<file path="src/rtl/core_sequencer.sv">
// rtl/core_sequencer.sv - multi-cycle FETCH/DECODE/EXEC/MEM/WB sequencer for the RV32IM core
// Owns the architectural PC, the retired-instruction counter and the handshake stall watchdog.
module core_sequencer #(
   parameter logic [31:0] RESET_PC  = 32'h0000_0000,
   parameter int unsigned MAX_STALL = 255
) (
   input  logic        clk_i,
   input  logic        rstn_i,
   input  logic        start_i,
   input  logic        imem_ready_i,
   input  logic        exec_done_i,
   input  logic        is_mem_op_i,
   input  logic        dmem_ready_i,
   input  logic        branch_taken_i,
   input  logic [31:0] branch_target_i,
   input  logic        halt_req_i,
   output logic        fetch_enabled_o,
   output logic        decoder_enabled_o,
   output logic        exec_enabled_o,
   output logic        mem_enabled_o,
   output logic        wb_enabled_o,
   output logic [31:0] pc_o,
   output logic [31:0] instr_cnt_o,
   output logic        busy_o,
   output logic        halted_o,
   output logic        timeout_o
);

   localparam int unsigned STALL_W = (MAX_STALL > 0) ? $clog2(MAX_STALL + 1) : 1;
   localparam logic [STALL_W-1:0] STALL_LIMIT = STALL_W'(MAX_STALL);
   localparam bit WATCHDOG_ON = (MAX_STALL > 0);

   typedef enum logic [2:0] {
      S_IDLE   = 3'd0,
      S_FETCH  = 3'd1,
      S_DECODE = 3'd2,
      S_EXEC   = 3'd3,
      S_MEM    = 3'd4,
      S_WB     = 3'd5,
      S_HALT   = 3'd6
   } state_e;

   state_e             state_q, state_d;
   logic [31:0]        pc_q, pc_d;
   logic [31:0]        cnt_q, cnt_d;
   logic               timeout_q, timeout_d;
   logic [STALL_W-1:0] stall_q, stall_d;
   logic               exec_started_q;
   logic               wait_state;
   logic               exit_ok;

   always_ff @(posedge clk_i or negedge rstn_i) begin
      if (!rstn_i) begin
         state_q        <= S_IDLE;
         pc_q           <= RESET_PC;
         cnt_q          <= 32'd0;
         timeout_q      <= 1'b0;
         stall_q        <= '0;
         exec_started_q <= 1'b0;
      end else begin
         state_q        <= state_d;
         pc_q           <= pc_d;
         cnt_q          <= cnt_d;
         timeout_q      <= timeout_d;
         stall_q        <= stall_d;
         exec_started_q <= (state_q == S_EXEC);
      end
   end

   always_comb begin
      state_d    = state_q;
      pc_d       = pc_q;
      cnt_d      = cnt_q;
      timeout_d  = timeout_q;
      stall_d    = stall_q;
      wait_state = 1'b0;
      exit_ok    = 1'b0;

      case (state_q)
         S_IDLE: begin
            if (start_i) state_d = S_FETCH;
         end
         S_FETCH: begin
            wait_state = 1'b1;
            exit_ok    = imem_ready_i;
            if (imem_ready_i) state_d = S_DECODE;
         end
         S_DECODE: begin
            state_d = S_EXEC;
         end
         S_EXEC: begin
            wait_state = 1'b1;
            exit_ok    = exec_done_i;
            if (exec_done_i) state_d = is_mem_op_i ? S_MEM : S_WB;
         end
         S_MEM: begin
            wait_state = 1'b1;
            exit_ok    = dmem_ready_i;
            if (dmem_ready_i) state_d = S_WB;
         end
         S_WB: begin
            pc_d    = branch_taken_i ? branch_target_i : pc_q + 32'd4;
            cnt_d   = cnt_q + 32'd1;
            state_d = halt_req_i ? S_HALT : S_FETCH;
         end
         S_HALT: begin
            if (start_i) begin
               state_d   = S_FETCH;
               pc_d      = RESET_PC;
               cnt_d     = 32'd0;
               timeout_d = 1'b0;
            end
         end
         default: begin
            state_d = S_IDLE;
         end
      endcase

      // A handshake in the limit cycle sets exit_ok, so it always beats the timeout.
      if (WATCHDOG_ON && wait_state && !exit_ok) begin
         if (stall_q == STALL_LIMIT) begin
            timeout_d = 1'b1;
            state_d   = S_HALT;
         end else begin
            stall_d = stall_q + STALL_W'(1);
         end
      end

      if (state_d != state_q) stall_d = '0;
   end

   assign fetch_enabled_o   = (state_q == S_FETCH);
   assign decoder_enabled_o = (state_q == S_DECODE);
   assign exec_enabled_o    = (state_q == S_EXEC) && !exec_started_q;
   assign mem_enabled_o     = (state_q == S_MEM);
   assign wb_enabled_o      = (state_q == S_WB);
   assign busy_o            = (state_q != S_IDLE) && (state_q != S_HALT);
   assign halted_o          = (state_q == S_HALT);
   assign pc_o              = pc_q;
   assign instr_cnt_o       = cnt_q;
   assign timeout_o         = timeout_q;

endmodule
</file>
<file path="config.mk">
export PLATFORM = sky130hd
export DESIGN_NAME = core_sequencer
export DESIGN_NICKNAME = d
export VERILOG_FILES = /design/src/rtl/core_sequencer.sv
export SDC_FILE = /design/constraint.sdc
export NUM_CORES = 1
export LEC_CHECK = 0
export ABC_AREA = 1
export BUFFER_PORTS_ARGS = -buffer_cell sky130_fd_sc_hd__buf_4
export CORE_ASPECT_RATIO = 1.75
export CORE_MARGIN = 5
export CORE_UTILIZATION = 50
export CTS_CLUSTER_DIAMETER = 50
export CTS_CLUSTER_SIZE = 25
export DETAILED_ROUTE_END_ITERATION = 16
export GPL_ROUTABILITY_DRIVEN = 0
export HOLD_SLACK_MARGIN = 0.02
export PLACE_DENSITY = 0.87
export SYNTH_ARGS = -nofsm -noshare
export SYNTH_HDL_FRONTEND = slang
export SYNTH_SLANG_ARGS = --single-unit
</file>
<file path="constraint.sdc">
create_clock -name clk_i -period 1.95 [get_ports clk_i]
set_clock_uncertainty 0.2 [all_clocks]
set_input_delay 0.2925 -clock clk_i [delete_from_list [all_inputs] [get_ports clk_i]]
set_output_delay 0.2925 -clock clk_i [all_outputs]
set_load 0.01 [all_outputs]
</file>
Yosys cells after proc, flatten, opt, wreduce, memory -nomap -nowiden:

Index checks and enable logic that the tools add are counted.

* bits in registers: 77
* input bits: 41
* output and inout bits: 72
* word-level logic and storage cells: 55

* add/sub/neg operators: 3
* equal/unequal tests: 11
* mux-type cells: 22
* reductions and logical operators: 13

Operator list (count)
* $pmux W32 S2: 2
* $mux W32: 2
* $add A32 B1 Y32 const B: 1
* $add A32 B3 Y32 const B: 1
* $mux W8: 3
* $mux W3: 7
* $pmux W3 S6: 1
* $eq A3 B3 Y1 const B: 3
* $add A8 B1 Y8 const B: 1
* $eq A8 B8 Y1 const B: 1
* $eq A3 B2 Y1 const B: 2
* $mux W1: 6
* $reduce_and A2 Y1: 2
* $reduce_bool A2 Y1: 2
* $eq A3 B1 Y1 const B: 1
* $logic_and A1 B1 Y1: 3
* $logic_not A3 Y1: 1
* $ne A3 B3 Y1: 1
* $ne A3 B3 Y1 const B: 1
* $pmux W1 S3: 1
* $reduce_bool A3 Y1: 1
* $reduce_or A3 Y1: 1
* $logic_not A1 Y1: 2
* $ne A2 B1 Y1 const B: 1
* 2 further kinds: 2

Logic depth before layout (Yosys ltp):

Gate-level depths: netlist (run 1).

* depth in word-level cells: 8
* gate-level depth with buffers: 12
* depth with buffers taken out: 12

Worst setup path after synthesis (run 1):

Ideal clock, no wire load.

* kind: register -> register
* start point: register pc_q[2] (netlist: pc_o[2])
* end point: register pc_q[18] (netlist: pc_o[18])
* data arrival time: 1.592 ns
* path slack: 0.027 ns
* cell stages (with the launch flop): 9
* buffers on the path: 0
* period minus slack after synthesis: 1.923 ns
* path through: dfrtp_1 ha_1 nand3_1 nor3_1 nand3_1 nand2_1 nand3_1 o211ai_1 o21ai_0

* word-level cells in the longest chain between the ends: 3

Ends and longest elaborated chain
* from (decl): line 44 `logic [31:0] pc_q, pc_d;`
* from (signal assigned): line 62 `pc_q <= pc_d;`
* $add A32 B3 Y32: line 102 `pc_d = branch_taken_i ? branch_target_i : pc_q + 32'd4;`
* $mux W32: line 102
* $pmux W32 S2: line 79 `case (state_q)`

No other way between the ends.
A chain may end at the register's enable or synchronous reset.

Final worst setup path (run 1):

* start point: register state_q[2]
* end point: register stall_q[7]

* word-level cells in the longest chain between the ends: 8

Ends and longest elaborated chain
* from (decl): line 43 `state_e state_q, state_d;`
* from (signal assigned): line 61 `state_q <= state_d;`
* $eq A3 B3 Y1 (tied with other cells): line 79
* $reduce_or A2 Y1 (no source line) (tied with other cells)
* $pmux W3 S6 (tied with other cells): line 79
* $mux W3 or $logic_and A1 B1 Y1 (tied branches): line 121, 120
* $mux W3 *: line 120 `if (WATCHDOG_ON && wait_state && !exit_ok) begin`
* net state_d[2]: line 43
* $ne A3 B3 Y1 *: line 129 `if (state_d != state_q) stall_d = '0;`
* $ne A2 B1 Y1 (no source line) or $reduce_bool A2 Y1 (tied branches)
* $reduce_and A2 Y1 (no source line)
* to (signal assigned): line 65 `stall_q <= stall_d;`
* to (decl): line 47 `logic [STALL_W-1:0] stall_q, stall_d;`

Mark *: on every way through the listed nets, which the timed path passes. The rest lies on a longest branch.

==> flow_summary.toml, run 1 <==
[placement]
portBuffers = 112
placedCellCount = 1026
hpwlAfterDp_mm = 12.4

[synthesis]
synth_edf_count = 0
syn_inst = 769
async_flop_share_pct = 100
yosysSeqAreaShare_pct = 37.6
synth_cell_types = 37
yosysMostFrequentCell = "nand2_1"
syn-mean-instance-area_sq_um = 6.67
synth_area_leader_cell = "dfrtp_1"
ys_warn_count = 0
netlist_top_cells_count = "nand2_1 (225), nor2_1 (116), inv_1 (80)"
ys_seq_elements = 77
synth_area_leaders = "dfrtp_1 (38%), nand2_1 (16%), nor2_1 (8.5%)"
synthesis.area_sq_um = 5130
ys.flop_type = "dfrtp_1"
syn-num-nets = 813
yosys.area.top_type_share_pct = 37.6

[drt]
drtIter0Drc = 393
drc = 0
wl_mm = 17.8
num_vias = 6128
wl_per_cell_microns = 16.6
via_per_inst = 5.71
drt-pass1-iter-count = 12
ant_nets = 0

[timing]
worstMarginPinSlew_ns = 0.671
finalSetupTns_ns = -0.203
setup_viol = 9
fin_ws_ns = -0.0451
rsz0062_at_grt = "true"
min_period_ns = 2.00
finalHoldViolations = 0
post-route-period-util_pct = 102
slew_headroom_pct = 55.2
max_freq_mhz = 501
maxSlewViolCount = 0

[global_route]
grt_overflow_total = 0
antenna_found_initial = 0
grt_max_degree = 78
grt_pass1_wl_mm = 27.1
grt_pass1_vias = 5746
grt_usage_pct = 27.9

[setup_path]
slowest_stage = "dfrtp_1"
cp-end-kind = "flip-flop"
path_delay_family = "simple AND/OR/NAND/NOR gates"
crit_fanout = 8
path_cells = "buf_4 -> inv_4 -> nand2_1 -> nand2_2 -> nand2_2 -> nor2_4 -> nand2_4 -> nand2_2 -> nand2_2 -> nand2_2 -> nand3_4 -> nor2_2"
path_buf_inv = 2
r2r_setup_slack_ns = -0.05
cp_data_required_time_ns = 2.03
slowest_delay_ns = 0.42
reg2reg_to = "stall_q[7]"
critPathLaunchType = "flip-flop"
path_common_cell = "nand2_2"
crit_arrival_ns = 2.07
regToRegStartpoint = "state_q[2]"
startpoint = "state_q[2]"
worstSetupPathType = "reg2reg"
r2r_cells = 12

[clock_network]
cts_tree = "yes"
clock_latency_ns = 0.35
htree_num_levels = 3
path_clk_slew_ns = 0.06
numCtsBuffers = 9
clockBufferDepth = 2
ctsRootBufferMaster = "clkbuf_16"
cts_sinks = 77

[finish]
fin_util_pct = 69.4
antenna_cells = 0
nets = 985
fin_cells = 1073
drive_gt1_share_pct = 26.3
syn2layout_area_growth_pct = 37.8

[floorplan]
die_width_microns = 86.6
die_y_microns = 144
fp-row-count = 49
io_pins = 113
core_sq_um = 10200
dieArea_sq_um = 12500
start_util_pct = 50.4

[power]
pwr-share-clk_pct = 18.8
power.density_nw_per_um2 = 1310
swShare_pct = 44.4
p_comb_share_pct = 48.7
power_uw = 9230
seq_power_share_pct = 32.5
ir_worst_vdd_mv = 0.894
net-switching-power_uw = 4100
power.leakage_uw = 0.00340
p_int_uw = 5130

[min_path]
min_delay_path_depth = 4
hp-class = "in2reg"
whs_endpoint = "pc_o[23]"
min_from = "branch_target_i[23]"

[run_status]
violations = "setup timing"
outcome = "finished, violations left"

[flow_run]
cap_violations = 0
## registers in the layout, indices dropped and copies added, names as in the netlist
signal          flops
instr_cnt_o        32
pc_o               32
stall_q             8
state_q             3
exec_started_q      1
timeout_o           1
## logic make-up (layout without fill, tap and decap cells)
kind of cell / count (synthesis) / after routing / share of synthesized area (%)
flip-flops: 77 / 77 / 37.6
AND/OR/NAND/NOR: 489 / 490 / 41.8
adder cells (fa/ha/maj): 3 / 3 / 0.732
buffers and inverters: 105 / 281 / 8.29
AO/OA/AOI/OAI: 77 / 77 / 8.56
XOR/XNOR: 18 / 18 / 3.07
## cell type report
type                       instances  area, sq um
clock buffer                      10          229
tap                              127          159
sequential                        77         1930
multi-input combinational        588         2920
fill                             823         3110
clock inverter                     6         70.1
inverter                          87          332
timing repair buffer             178         1430
## metal layers
layer / share of wire, % / vias up / track usage [%]
li1: - / 2833 / -
met1: 33 / 2822 / 29.8
met5: 0 / - / 0
met2: 52 / 366 / 50.6
met3: 7.4 / 107 / 3.31
met4: 7.2 / 0 / 18.1
## worst max path at each step
| stage | end | depth (start not counted) |
|---|---|---|
| finish | stall_q[7] | 12 |
| floorplan | pc_o[18] | 8 |
| global placement | instr_cnt_o[27] | 8 |
| detailed placement | instr_cnt_o[29] | 8 |
| global route | stall_q[7] | 12 |
| CTS | stall_q[3] | 12 |
## repair_timing
item,in CTS,in global routing
hold endpoints to repair,91,0
setup endpoints to repair,42,41
pin swaps,2,18
buffers inserted,2,13
resized for setup,3,49
hold buffers,15,0
cloned,1,0
## cells in the final DEF (no fill, tap or decap), types with 4 or more instances in the layout
master | Yosys | layout
a21oi_1 | 14 | 14
inv_2 | 7 | 9
o21ai_1 | 6 | 6
nand4_1 | 24 | 24
buf_4 | 1 | 156
nand3b_1 | 4 | 4
dlygate4sd3_1 | 0 | 15
dfrtp_1 | 77 | 76
o21ai_0 | 43 | 43
nor3_2 | 1 | 5
nor2_1 | 116 | 104
clkbuf_16 | 0 | 9
nor2_4 | 3 | 7
nand3_2 | 3 | 7
nand3_1 | 63 | 58
inv_1 | 80 | 76
nor3_1 | 30 | 25
nand2_2 | 4 | 12
nor2_2 | 11 | 20
o211ai_1 | 4 | 4
xor2_1 | 16 | 16
nand2_1 | 225 | 217
## power by group through the flow
stage | clock [uW] | combinational [uW] | sequential [uW]
CTS | 1750 | 4130 | 2940
finish | 1740 | 4500 | 3000
global placement | 0 | 3900 | 2940
global route | 1810 | 4940 | 3050
detailed placement | 0 | 4020 | 2950
floorplan | 0 | 2080 | 3030
## through the flow
stage / hold WS, ns / setup slack (ns) / cell area [sq um]
finish: 0.0508 / -0.0451 / 7070
floorplan: -0.203 / 0.0273 / 5130
global placement: 0.148 / -0.00262 / 6320
global route: 0.0767 / -0.128 / 7070
detailed placement: 0.150 / -0.107 / 6320
CTS: 0.0444 / 0.00537 / 6810
## tightest hold or removal path: cells and delay by family
family | cells | cell delay [ns]
and+or+nand+nor | 1 | 0.05
buffers and inverters | 2 | 0.11
AOI/OAI and AO/OA | 1 | 0.12
Power figures use the tool's default switching activity.
==> run 2, diff against run 1 <==
==> constraint.sdc (replaced) <==
create_clock -name clk_i -period 1.95 [get_ports clk_i]
set_clock_uncertainty 0.2 [all_clocks]
set_input_delay 0 -clock clk_i [delete_from_list [all_inputs] [get_ports clk_i]]
set_output_delay 0 -clock clk_i [all_outputs]
set_load 0.01 [all_outputs]
==> run 2 against run 1 <==
Against the previous run:
- the run still ends with setup timing left
- global-route usage rose by 0.73 points
- final cell count rose by 2.7%
- clock power fell by 7%
- critical path depth did not move
- total power rose by 0.11%
- wire length rose by 3.4%
- worst setup slack improved by 0.033 ns
- largest cell class unchanged
- largest power group unchanged
==> flow_summary.toml, run 2 (same netlist as run 1, synthesis figures left out) <==
[drt]
drt-pass1-iter-count = 5
drc = 0
num_vias = 6209
ant_nets = 0
drtIter0Drc = 387
via_per_inst = 5.63
wl_mm = 18.4
wl_per_cell_microns = 16.7

[min_path]
hp-class = "in2reg"
whs_endpoint = "state_q[0]"
min_from = "is_mem_op_i"
min_delay_path_depth = 7

[timing]
maxSlewViolCount = 0
post-route-period-util_pct = 101
rsz0062_at_grt = "true"
finalHoldViolations = 0
max_freq_mhz = 510
setup_viol = 1
slew_headroom_pct = 55.1
worstMarginPinSlew_ns = 0.673
finalSetupTns_ns = -0.0120
min_period_ns = 1.96
fin_ws_ns = -0.0120

[clock_network]
cts_sinks = 77
clockBufferDepth = 2
ctsRootBufferMaster = "clkbuf_16"
path_clk_slew_ns = 0.06
numCtsBuffers = 9
clock_latency_ns = 0.34
htree_num_levels = 3
cts_tree = "yes"

[floorplan]
die_y_microns = 144
start_util_pct = 50.4
core_sq_um = 10200
io_pins = 113
dieArea_sq_um = 12500
fp-row-count = 49
die_width_microns = 86.6

[finish]
syn2layout_area_growth_pct = 43.1
antenna_cells = 0
fillers = 759
register_area_sq_um = 1930
multi_input_area_sq_um = 2910
final_cell_mix = "nand2_1 (218), buf_4 (157), nor2_1 (104)"
layout_commonest_cell = "nand2_1"
nets = 1014
drive_gt1_share_pct = 25.5

[setup_path]
reg2reg_to = "stall_q[0]"
r2r_cells = 12
critPathLaunchType = "flip-flop"
crit_fanout = 8
regToRegStartpoint = "state_q[0]"
cp-end-kind = "flip-flop"
r2r_setup_slack_ns = -0.01
cp_data_required_time_ns = 2.02
worstSetupPathType = "reg2reg"
crit_arrival_ns = 2.03

[run_status]
outcome = "finished, violations left"
violations = "setup timing"

[placement]
portBuffers = 112
hpwlAfterDp_mm = 12.6

[flow_run]
cap_violations = 0

[power]
power_uw = 9240
ir_worst_vdd_mv = 0.818
power.leakage_uw = 0.00351
power.density_nw_per_um2 = 1260

[global_route]
grt_usage_pct = 28.6
grt_pass1_vias = 5993
antenna_found_initial = 0
grt_max_degree = 49
grt_overflow_total = 0
grt_pass1_wl_mm = 28.0
## run 2: cell types whose count changed in the layout (fill, tap and decap cells not counted), sizes merged
cell,before,now
clkinvlp,0,1
bufinv,1,0
buf,163,165
clkbuf,10,9
dlygate4sd3,15,42
inv,89,90
## run 2: how the worst max path moves through the flow
| stage | cells past startpoint | end | slack (ns) | startpoint |
|---|---|---|---|---|
| 2_1_floorplan | 8 | pc_o[18] | 0.03 | pc_o[2] |
| 4_1_cts | 8 | pc_o[16] | 0.006 | pc_o[2] |
| 6_report | 12 | stall_q[0] | -0.01 | state_q[0] |
| 3_5_place_dp | 11 | instr_cnt_o[18] | -0.12 | instr_cnt_o[0] |
| 3_3_place_gp | 9 | instr_cnt_o[20] | -0.05 | instr_cnt_o[4] |
| 5_1_grt | 12 | stall_q[0] | -0.14 | state_q[0] |
## run 2: final cells by class
cell class,count,area share (%)
Sequential cell,77,26.3
Timing Repair Buffer,207,23.5
Tap cell,127,2.17
Clock inverter,7,0.801
Multi-Input combinational cell,588,39.6
Inverter,87,4.52
Clock buffer,9,3.07
## run 2: report_power, final
group | switching [uW] | internal, uW
clock | 730 | 882
combinational | 2570 | 2040
sequential | 824 | 2190
## run 2: what timing repair did
item	4_1_cts	5_1_grt
cloned	1	0
hold buffers	43	0
endpoints found under the hold margin	113	0
gates resized for setup	4	44
setup buffers	2	16
endpoints found under the setup margin	38	35
pin swaps	2	13
## run 2: critical path, stage by stage, from the launching register on
cell     delay, ns
dfrtp_1       0.41
buf_6         0.16
nor2_4        0.14
nand2_2       0.08
nand2_2       0.06
nand2_2       0.05
nor2_4        0.18
nand2_4       0.10
nand2_2       0.10
nand2_2       0.06
nand2_2       0.07
nand3_4       0.15
nor2_2        0.13
## run 2: per-stage QoR
step | util (%) | std cells | hold slack [ns] | instance area (sq um) | worst slack [ns]
6_report | 72.1 | 1102 | 0.127 | 7340 | -0.0120
3_5_place_dp | 62.0 | 1024 | -0.225 | 6310 | -0.124
4_1_cts | 69.5 | 1086 | 0.0856 | 7070 | 0.00559
3_3_place_gp | 62.0 | 1024 | -0.233 | 6310 | -0.0473
2_1_floorplan | - | 769 | -0.496 | 5130 | 0.0273
5_1_grt | 72.1 | 1102 | 0.170 | 7340 | -0.139
## run 2: layer usage
layer / GRT usage, % / routed length [microns] / up-vias
met5: 0 / 0 / -
met3: 4.39 / 1230 / 113
met1: 29.9 / 6190 / 2857
met2: 50.6 / 9540 / 347
li1: - / - / 2892
met4: 21.6 / 1490 / 0
==> run 3, diff against run 2 <==
- REMOVE_ABC_BUFFERS: unset -> 1
==> run 3 against run 2 <==
Against the previous run:
- the run now ends clean
- fmax rose by 2.3%
- worst setup slack improved by 0.044 ns
- clock power rose by 12%
- final cell count fell by 0.18%
- combinational power fell by 3%
- die area did not move
- wire length rose by 2.3%
- count of clock-buffer cells in the layout did not move
- via count rose by 1.4%
- register-to-register slack improved by 0.04 ns
- flip-flop and latch count did not move
- critical path type unchanged
- largest power group unchanged
==> flow_summary.toml, run 3 (same netlist as run 1, synthesis figures left out) <==
[run_status]
outcome = "finished, final reports clean"

[finish]
fin_cells = 1100
fin_area_sq_um = 7310
nets = 1011
multi_input_area_sq_um = 2900
syn2layout_area_growth_pct = 42.5
layout_commonest_cell = "nand2_1"
register_area_sq_um = 1930
fillers = 793
drive_gt1_share_pct = 25.5
final_cell_mix = "nand2_1 (222), buf_4 (160), nor2_1 (104)"

[floorplan]
start_util_pct = 50.4
fp-row-count = 49
core_sq_um = 10200
die_width_microns = 86.6
die_y_microns = 144
io_pins = 113
dieArea_sq_um = 12500

[timing]
min_period_ns = 1.92
worstMarginPinSlew_ns = 0.375
rsz0062_at_grt = "true"
finalSetupTns_ns = 0
post-route-period-util_pct = 98.4
setup_viol = 0
finalHoldViolations = 0
fin_hold_ws_ns = 0.125
slew_headroom_pct = 75.0
maxSlewViolCount = 0
max_freq_mhz = 521

[clock_network]
numCtsBuffers = 9
htree_num_levels = 3
cts_tree = "yes"
path_clk_slew_ns = 0.06
cts_sinks = 77
ctsRootBufferMaster = "clkbuf_16"
clock_latency_ns = 0.34
clockBufferDepth = 2

[drt]
drc = 0
ant_nets = 0
wl_mm = 18.9
num_vias = 6297
drtIter0Drc = 424
wl_per_cell_microns = 17.2
via_per_inst = 5.72
drt-pass1-iter-count = 8

[placement]
hpwlAfterDp_mm = 12.6
place_area_sq_um = 6360
placedCellCount = 1033
portBuffers = 112

[setup_path]
critPathLaunchType = "flip-flop"
path_cells = "buf_4 -> nand4_1 -> nand2_2 -> nor2_4 -> nand2_4 -> nand2_1 -> nand2_1 -> nand3_4 -> nor2_2"
cp-end-kind = "flip-flop"
crit_fanout = 8
path_delay_family = "simple AND/OR/NAND/NOR gates"
cp_data_required_time_ns = 1.97
worstSetupPathType = "reg2reg"
crit_arrival_ns = 1.94
slowest_stage = "dfrtp_2"
path_common_cell = "nand2_1"
slowest_delay_ns = 0.46
path_buf_inv = 1

[global_route]
grt_max_degree = 50
grt_pass1_wl_mm = 29.5
grt_pass1_vias = 6192
antenna_found_initial = 0
grt_overflow_total = 0
grt_usage_pct = 30.1

[power]
power.density_nw_per_um2 = 1270
power.leakage_uw = 0.00348
ir_worst_vdd_mv = 0.766
power_uw = 9260

[flow_run]
cap_violations = 0

[min_path]
hp-class = "in2reg"
==> run 3: cell count changes in the layout (fill, tap and decap cells not counted), moves of 3 or more <==
cell	previous run	this run
buf_4	157	160
dfrtp_1	75	71
dfrtp_2	2	6
inv_2	7	10
nand2_1	218	222
nand2_2	11	6
==> run 3: metal layers <==
layer | vias to the layer above | global-route usage [%] | routed length, microns
met2 | 426 | 53.7 | 9700
li1 | 2884 | - | -
met5 | - | 0 | 0
met4 | 0 | 21.8 | 1490
met3 | 127 | 5.47 | 1470
met1 | 2860 | 31.0 | 6210
==> run 3: what timing repair did <==
action,in CTS,in global routing
pin swaps,0,6
hold endpoints to repair,117,0
setup buffers,0,7
resized for setup,1,42
endpoints found under the setup margin,4,49
cloned,0,0
hold buffers,43,0
==> run 3: layout make-up <==
| type | instances | area share [%] |
|---|---|---|
| repair buffers | 205 | 22.9 |
| multi-input cells | 587 | 39.6 |
| well taps | 127 | 2.17 |
| flip-flops and latches | 77 | 26.5 |
| clock inverters | 7 | 1.23 |
| inverters | 87 | 4.50 |
| clock buffers | 9 | 3.08 |
| diodes | 1 | 0.0342 |
==> run 3: final timing paths <==
check	slack, ns	depth (start not counted)	endpoint	from
max	0.03	9	stall_q[6]	state_q[0]
max reg2reg	0.03	9	stall_q[6]	state_q[0]
max in group asynchronous	0.70	4	instr_cnt_o[31]	rstn_i
min in group asynchronous	0.56	4	pc_o[22]	rstn_i
min reg2reg	0.35	2	timeout_o	timeout_o
min	0.13	7	state_q[0]	is_mem_op_i
==> run 3: worst min-delay path, delay by kind of cell <==
family          cells  cell delay [ns]
compound gates      1             0.08
simple gates        5             0.46
buf+inv             1             0.08
==> run 3: where the power goes <==
part / leakage [uW] / switching (uW) / internal [uW]
sequential: 0.000989 / 777 / 2200
clock: 0.000151 / 692 / 1110
combinational: 0.00235 / 2570 / 1910
total: 0.00348 / 4040 / 5220
==> run 3: stage by stage <==
step	util, %	setup slack [ns]
2_1_floorplan	-	-0.479
4_1_cts	70.0	0.00362
3_3_place_gp	62.5	0.0491
6_report	71.8	0.0317
5_1_grt	71.8	-0.103
3_5_place_dp	62.5	-0.00760
